==> src/rtl/ultrasonic_scheduler.sv <==
// Round-robin scheduler for HC-SR04-style rangers sharing one trigger/echo timing engine.
// Fires one enabled channel at a time, times its echo in us and reports the distance in cm.
module ultrasonic_scheduler #(
  parameter int unsigned NUM_SENS   = 4,
  parameter int unsigned CLK_PER_US = 100,
  parameter int unsigned TRIG_US    = 10,
  parameter int unsigned TIMEOUT_US = 23200,
  parameter int unsigned GAP_US     = 60000,
  parameter int unsigned CM_DIV     = 58
) (
  input  logic                        clk,
  input  logic                        reset_p,
  input  logic                        enable,
  input  logic [NUM_SENS-1:0]         sensor_mask,
  input  logic [NUM_SENS-1:0]         echo,
  output logic [NUM_SENS-1:0]         trigger,
  output logic [$clog2(NUM_SENS)-1:0] sel,
  output logic                        busy,
  output logic [8:0]                  dist_cm,
  output logic                        dist_valid,
  output logic                        timeout
);

  localparam int unsigned SW      = $clog2(NUM_SENS);
  localparam int unsigned PW      = (CLK_PER_US > 1) ? $clog2(CLK_PER_US) : 1;
  localparam int unsigned CNT_MAX = (TIMEOUT_US > GAP_US) ? TIMEOUT_US : GAP_US;
  localparam int unsigned CW      = $clog2(CNT_MAX + 1);

  typedef enum logic [2:0] {
    S_IDLE,
    S_TRIG,
    S_WAIT_RISE,
    S_MEASURE,
    S_GAP
  } state_t;

  state_t        state_q, state_d;
  logic [SW-1:0] sel_q, sel_d, next_sel;
  logic          first_q, first_d, found;
  logic [PW-1:0] pres_q, pres_d;
  logic [CW-1:0] us_q, us_d, us_inc;
  logic          tick;
  logic [1:0]    sync_q, sync_d;
  logic          prev_q, prev_d, rise, fall;
  logic [8:0]    dist_cm_q, dist_cm_d;
  logic          dist_valid_q, dist_valid_d;
  logic          timeout_q, timeout_d;
  logic [31:0]   quot;

  assign tick   = (pres_q == PW'(CLK_PER_US - 1));
  assign us_inc = (tick && (us_q != CW'(CNT_MAX))) ? us_q + CW'(1) : us_q;
  assign rise   = sync_q[1] & ~prev_q;
  assign fall   = ~sync_q[1] & prev_q;
  // us_inc includes the tick of the fall cycle, so the quotient covers every echo-high clock
  assign quot   = 32'(us_inc) / CM_DIV;

  // Circular search starting just after the last serviced channel; lowest bit first after reset
  always_comb begin
    logic [SW-1:0] cand;
    next_sel = sel_q;
    found    = 1'b0;
    cand     = '0;
    for (int unsigned i = 0; i < NUM_SENS; i++) begin
      cand = first_q ? SW'(i) : SW'((32'(sel_q) + 32'd1 + i) % NUM_SENS);
      if (!found && sensor_mask[cand]) begin
        found    = 1'b1;
        next_sel = cand;
      end
    end
  end

  always_comb begin
    state_d      = state_q;
    sel_d        = sel_q;
    first_d      = first_q;
    dist_cm_d    = dist_cm_q;
    dist_valid_d = 1'b0;
    timeout_d    = 1'b0;
    sync_d       = {sync_q[0], echo[sel_q]};
    prev_d       = sync_q[1];
    pres_d       = '0;
    us_d         = '0;

    case (state_q)
      S_IDLE: begin
        if (enable && found) begin
          sel_d   = next_sel;
          first_d = 1'b0;
          state_d = S_TRIG;
        end
      end
      S_TRIG: begin
        if (tick && (us_q == CW'(TRIG_US - 1))) state_d = S_WAIT_RISE;
      end
      S_WAIT_RISE: begin
        if (rise) begin
          state_d = S_MEASURE;
        end else if (us_q >= CW'(TIMEOUT_US)) begin
          timeout_d = 1'b1;
          state_d   = S_GAP;
        end
      end
      S_MEASURE: begin
        if (fall) begin
          dist_cm_d    = (quot > 32'd511) ? 9'd511 : quot[8:0];
          dist_valid_d = 1'b1;
          state_d      = S_GAP;
        end else if (us_q >= CW'(TIMEOUT_US)) begin
          timeout_d = 1'b1;
          state_d   = S_GAP;
        end
      end
      S_GAP: begin
        if (tick && (us_q == CW'(GAP_US - 1))) state_d = S_IDLE;
      end
      default: state_d = S_IDLE;
    endcase

    // Abort overrides everything: results of the killed shot are dropped
    if (!enable) begin
      state_d      = S_IDLE;
      dist_cm_d    = dist_cm_q;
      dist_valid_d = 1'b0;
      timeout_d    = 1'b0;
    end

    if (state_d == state_q) begin
      pres_d = tick ? '0 : pres_q + PW'(1);
      us_d   = us_inc;
    end
  end

  always_ff @(posedge clk or posedge reset_p) begin
    if (reset_p) begin
      state_q      <= S_IDLE;
      sel_q        <= '0;
      first_q      <= 1'b1;
      pres_q       <= '0;
      us_q         <= '0;
      sync_q       <= '0;
      prev_q       <= 1'b0;
      dist_cm_q    <= '0;
      dist_valid_q <= 1'b0;
      timeout_q    <= 1'b0;
    end else begin
      state_q      <= state_d;
      sel_q        <= sel_d;
      first_q      <= first_d;
      pres_q       <= pres_d;
      us_q         <= us_d;
      sync_q       <= sync_d;
      prev_q       <= prev_d;
      dist_cm_q    <= dist_cm_d;
      dist_valid_q <= dist_valid_d;
      timeout_q    <= timeout_d;
    end
  end

  always_comb begin
    trigger = '0;
    if (state_q == S_TRIG) trigger[sel_q] = 1'b1;
  end

  assign sel        = sel_q;
  assign busy       = (state_q != S_IDLE);
  assign dist_cm    = dist_cm_q;
  assign dist_valid = dist_valid_q;
  assign timeout    = timeout_q;

endmodule

==> config.mk <==
export PLATFORM = sky130hd
export DESIGN_NAME = ultrasonic_scheduler
export DESIGN_NICKNAME = d
export VERILOG_FILES = /design/src/rtl/ultrasonic_scheduler.sv
export SDC_FILE = /design/constraint.sdc
export NUM_CORES = 1
export LEC_CHECK = 0
export CORE_ASPECT_RATIO = 0.8
export CORE_MARGIN = 2
export CORE_UTILIZATION = 45
export DETAILED_ROUTE_END_ITERATION = 7
export MAX_ROUTING_LAYER = met4
export PLACE_DENSITY = 0.65
export SETUP_SLACK_MARGIN = 0.3
export SLEW_MARGIN = 20
export SYNTH_ARGS = -nofsm -noshare
export SYNTH_HDL_FRONTEND = slang
export SYNTH_SLANG_ARGS = --single-unit
==> constraint.sdc <==
create_clock -name clk -period 8.35 [get_ports clk]
set_input_delay 1.2525 -clock clk [delete_from_list [all_inputs] [get_ports clk]]
set_output_delay 1.2525 -clock clk [all_outputs]
set_load 0.02 [all_outputs]
# Word-level counts from Yosys, hierarchy flattened
# Cells that the tools add are included.
# classes
add_sub_neg,6
n_div,1
n_lt_le_gt_ge,8
n_eq_ne,9
mux,46
n_bitwise,4
n_reduce_logical,17
# ops
cell,count
divider 16 x 6 -> 32 bit (second input constant),1
greater-than comparator 32 x 9 -> 1 bit (second input constant),1
two-way mux 16 bit,2
two-way mux 3 bit,7
two-way mux 1 bit,17
adder 16 x 1 -> 16 bit (second input constant),1
equality test 16 bit (second input constant),1
equality test 16 x 4 -> 1 bit (second input constant),1
greater-or-equal comparator 16 x 15 -> 1 bit (second input constant),1
two-way mux 2 bit,8
!= test 16 bit (second input constant),1
less-than comparator 2 x 3 -> 1 bit (second input constant),5
one-hot mux 3 bit (5 select lines),1
two-way mux 7 bit,2
binary-select mux 1 bit (select 2 bit),5
two-way mux 9 bit,1
logical AND 1 bit,8
adder 7 x 1 -> 7 bit (second input constant),1
equality test 7 bit (second input constant),1
equality test 3 x 2 -> 1 bit (second input constant),2
AND reduction 3 bit,2
adder 2 x 1 -> 2 bit (second input constant),2
adder 2 bit (second input constant),2
two-way mux 4 bit,1
13 further kinds,17
# word_totals
register_bits,43
inputBits,11
out_inout_bits,18

# Longest topological paths before layout
# depth
depth_word,20
ltp_mapped,37
depth_no_buf,34

# Least setup slack after synthesis
# Ideal clock, no wire load.
# synth_path
kind,flip-flop to flip-flop
start,reg pres_q[4]
end,"reg dist_cm_q[0], in the netlist dist_cm[0]"
setup_ns,0.121
arrival_time_ns,7.901
path_slack_ns,0.328
stages_incl_launch_ff,32
path_buffers,1
synth_period_minus_slack_ns,8.022
path_cell_list,dfrtp_1 nand4bb_4 or4_4 or4_4 xor2_2 clkinv_4 ha_1 nor2_1 o211ai_1 a21o_2 nor3_1 o32ai_1 a2111o_1 and2_4 and3_4 o22a_4 a21oi_4 mux2i_1 xnor2_2 a21oi_4 o21a_2 o211ai_4 a21o_1 buf_4 nor3_1 or3_4 a21boi_4 mux2_4 o21a_4 mux2i_1 o32a_1 o22a_1
# synth_between
elab_chain_len,6
# synth_rtl
element,line_no,rtl
from (decl),40,"logic [PW-1:0] pres_q, pres_d;"
from (signal assigned),149,pres_q <= pres_d;
equality test 7 bit (*),50,assign tick = (pres_q == PW'(CLK_PER_US - 1));
logical AND 1 bit (*),51,assign us_inc = (tick && (us_q != CW'(CNT_MAX))) ? us_q + CW'(1) : us_q;
two-way mux 16 bit (*),51,
divider 16 x 6 -> 32 bit (*),55,assign quot = 32'(us_inc) / CM_DIV;
greater-than comparator 32 x 9 -> 1 bit,105,dist_cm_d = (quot > 32'd511) ? 9'd511 : quot[8:0];
two-way mux 9 bit (*),105,
to (signal assigned),153,dist_cm_q <= dist_cm_d;
to (decl),45,"logic [8:0] dist_cm_q, dist_cm_d;"
# Every way passes the cells marked *; elsewhere a longest branch is shown, timed or not.
# A chain may end at the register's enable or synchronous reset.

# Worst setup path after layout
# layout_path
start,reg pres_q[0]
end,"reg dist_cm_q[0], in the netlist dist_cm[0]"
# The elaborated chain is that of the path after synthesis.

==> results.yml <==
floorplanning:
  fp.dieW_um: 121.1
  coreArea_mm2: 0.01081
  start_util_pct: 45.72
  num_rows: 34
  ioPinCount: 29
  dieArea_mm2: 0.01184
  die_h_um: 97.71
critical_path:
  crit_path_end_kind: "flip-flop"
  cpMaxStageDelayCell: "or4_4"
  critPathRequiredTime_ns: 8.53
  cpPeakStageDelay_ns: 0.56
  setup.worst_path.start_class: "flip-flop"
  cpLargestDelayFamily: "compound AO/OA/AOI/OAI gates"
  path_max_fanout: 13
  path_class: "reg -> reg"
  cp.arrival_ns: 8.22
  path_buf_inv: 2
placement:
  portBuffers: 28
  place_congestion: 0.9152
  dp_hpwl_um: 10390
  place_ws_ns: -0.04367
global_routing:
  antenna_found_initial: 0
  grt_pass1_vias: 4807
  grt.busiest_layer: "met1"
  groute.layer.met1.usage_pct: 37.66
  grt_pass1_wl_um: 24040
  grtUsageMet3_pct: 2.582
  grt_max_degree: 44
  grt_overflow: 0
  gr-usage-met2_pct: 37.04
  track_usage_pct: 25.06
clock_network:
  insertion_delay_ns: 0.29
  numCtsBuffers: 5
  clock_path_buffers: 2
  root_buffer: "clkbuf_16"
  cts_tree: "done"
  cts.sinks: 43
  cts-htree-levels: 2
  clkTransAtPathRegs_ns: 0.06
sta:
  finalHoldViolations: 0
  rsz0062_at_grt: "yes"
  drv_slew: 0
  max_freq_mhz: 124.4
  layout_worst_path_cycle_share_pct: 96.30
  worst_slew_pin_slew_ns: 1.129
  relSlewSlack_pct: 24.17
  fin_tns_setup_ns: 0
  setup_viol: 0
  min_period_ns: 8.041
  layout_setup_ws_ns: 0.3087
  fin_skew_ns: 0.005189
synthesis:
  synth-seq-cells: 43
  ys.flop_type: "dfrtp_1"
  postSynthAreaPerCell_um2: 7.866
  synth_edf_count: 0
  synthArstFlopShare_pct: 100.0
  ys_types: 97
  ys_seq_area_share_pct: 21.81
  yosys.area.top_type: "dfrtp_1"
  synthCells: 628
  netlist_area_mm2: 0.004940
  synth_top_cell_area_share_pct: 21.28
  syn_nets: 648
  yosys_warnings: 0
  synthTopCellsByArea: "dfrtp_1 (21%), nor2_1 (6.1%), xnor2_1 (5.5%)"
final_layout:
  final_cell_mix: "nor2_1 (74), nand2_1 (52), buf_4 (50)"
  antenna_cells: 0
  final_layout_size_suffix_gt1_share_pct: 21.58
  area_growth_pct: 23.83
  fill_cells: 982
  layout.nets: 714
  mostFrequentLayoutCell: "nor2_1"
route:
  vias_per_cell: 6.133
  ant_nets: 0
  drc: 0
  wl_per_cell_um: 17.19
  routed_wl_um: 14420
  vias: 5146
  first_iter_violations: 386
  dr.pass1.iters: 5
power:
  p_comb_share_pct: 25.7
  p_leak_nw: 2.384
  power_frac_clock_pct: 35.0
  switching_share_pct: 30.64
  ir_drop_uv: 136.4
  seqPwrFrac_pct: 39.3
  internal-power_mw: 0.4436
  p_per_area_mw_per_mm2: 104.6
  power_switching_mw: 0.1960
run_status:
  status: "finished, final reports clean"
hold_path:
  hold_path.class: "reg -> reg"
run:
  drv_cap: 0
flip-flops by register name (all words and copies together) (netlist names):
name	cells
prev_q	1
state_q	3
sync_q	2
dist_cm	9
first_q	1
dist_valid	1
pres_q	7
us_q	16
timeout	1
sel	2
path summary, 6_finish.rpt:
| kind | startpoint | endpoint | slack [ns] | cells after the start |
|---|---|---|---|---|
| setup reg to reg | pres_q[0] | dist_cm[0] | 0.31 | 32 |
| min in group asynchronous | reset_p | state_q[1] | 1.48 | 2 |
| hold / removal | sync_q[0] | sync_q[1] | 0.36 | 0 |
| hold reg to reg | sync_q[0] | sync_q[1] | 0.36 | 0 |
| setup / recovery | pres_q[0] | dist_cm[0] | 0.31 | 32 |
| max in group asynchronous | reset_p | us_q[12] | 6.24 | 2 |
cells by family (layout without fill, tap and decap cells):
logic type | after synthesis | after routing | synth area share [%]
and+or+nand+nor | 296 | 296 | 32.22
AOI/OAI and AO/OA | 185 | 185 | 27.96
xor gates and xnor gates | 46 | 46 | 9.144
DFF | 43 | 43 | 21.81
buffers and inverters | 35 | 102 | 3.141
muxes | 12 | 12 | 3.039
adders and majority gates | 11 | 11 | 2.685
stage by stage:
step	hold slack, ns	std cells	power, mW	util (%)	area, um^2
2_1_floorplan	0.3312	628	0.3612	-	4940
3_3_place_gp	0.3368	813	0.4047	51.44	5558
3_5_place_dp	0.3411	813	0.4118	51.44	5558
4_1_cts	0.3644	828	0.6395	54.38	5876
5_1_grt	0.3744	839	0.6745	56.61	6117
6_report	0.3598	839	0.6395	56.61	6117
power by group through the flow:
stage	Combinational [mW]	Clock (mW)	Sequential (mW)
6_report	0.165	0.224	0.251
5_1_grt	0.184	0.236	0.255
4_1_cts	0.161	0.229	0.250
3_5_place_dp	0.159	0	0.253
3_3_place_gp	0.152	0	0.253
2_1_floorplan	0.113	0	0.248
synth_stat cells, types with 11 or more instances:
master and number:
nor2_1 80, nand2_1 52, a21oi_1 42, dfrtp_1 42, o21ai_0 39, xnor2_1 31
nor3_1 30, nand3_1 29, and3_1 13, inv_1 13, nor4_1 13, a31oi_1 11
clkbuf_1 11
per-layer routing:
| metal | routed length, um | part of all wire [%] | up-vias |
|---|---|---|---|
| met5 | 0 | 0 | - |
| li1 | - | - | 2484 |
| met1 | 7154 | 50 | 2461 |
| met4 | 244 | 1.7 | 0 |
| met3 | 713 | 4.9 | 29 |
| met2 | 6310 | 44 | 172 |
layout make-up:
cell class                      count  area [um^2]  area share, %
Multi-Input combinational cell    550         3956          64.68
Inverter                           14        57.56         0.9409
Sequential cell                    43         1079          17.63
Timing Repair Buffer               80        678.2          11.09
Tap cell                          144        180.2          2.945
Clock inverter                      2        37.54         0.6136
Clock buffer                        6        128.9          2.107
timing repair:
item,in CTS,in global routing
endpoints found under the setup margin,1,2
hold buffers,0,0
pin swaps,9,22
setup buffers,7,11
resized for setup,19,36
(Power assumes the default switching activity.)
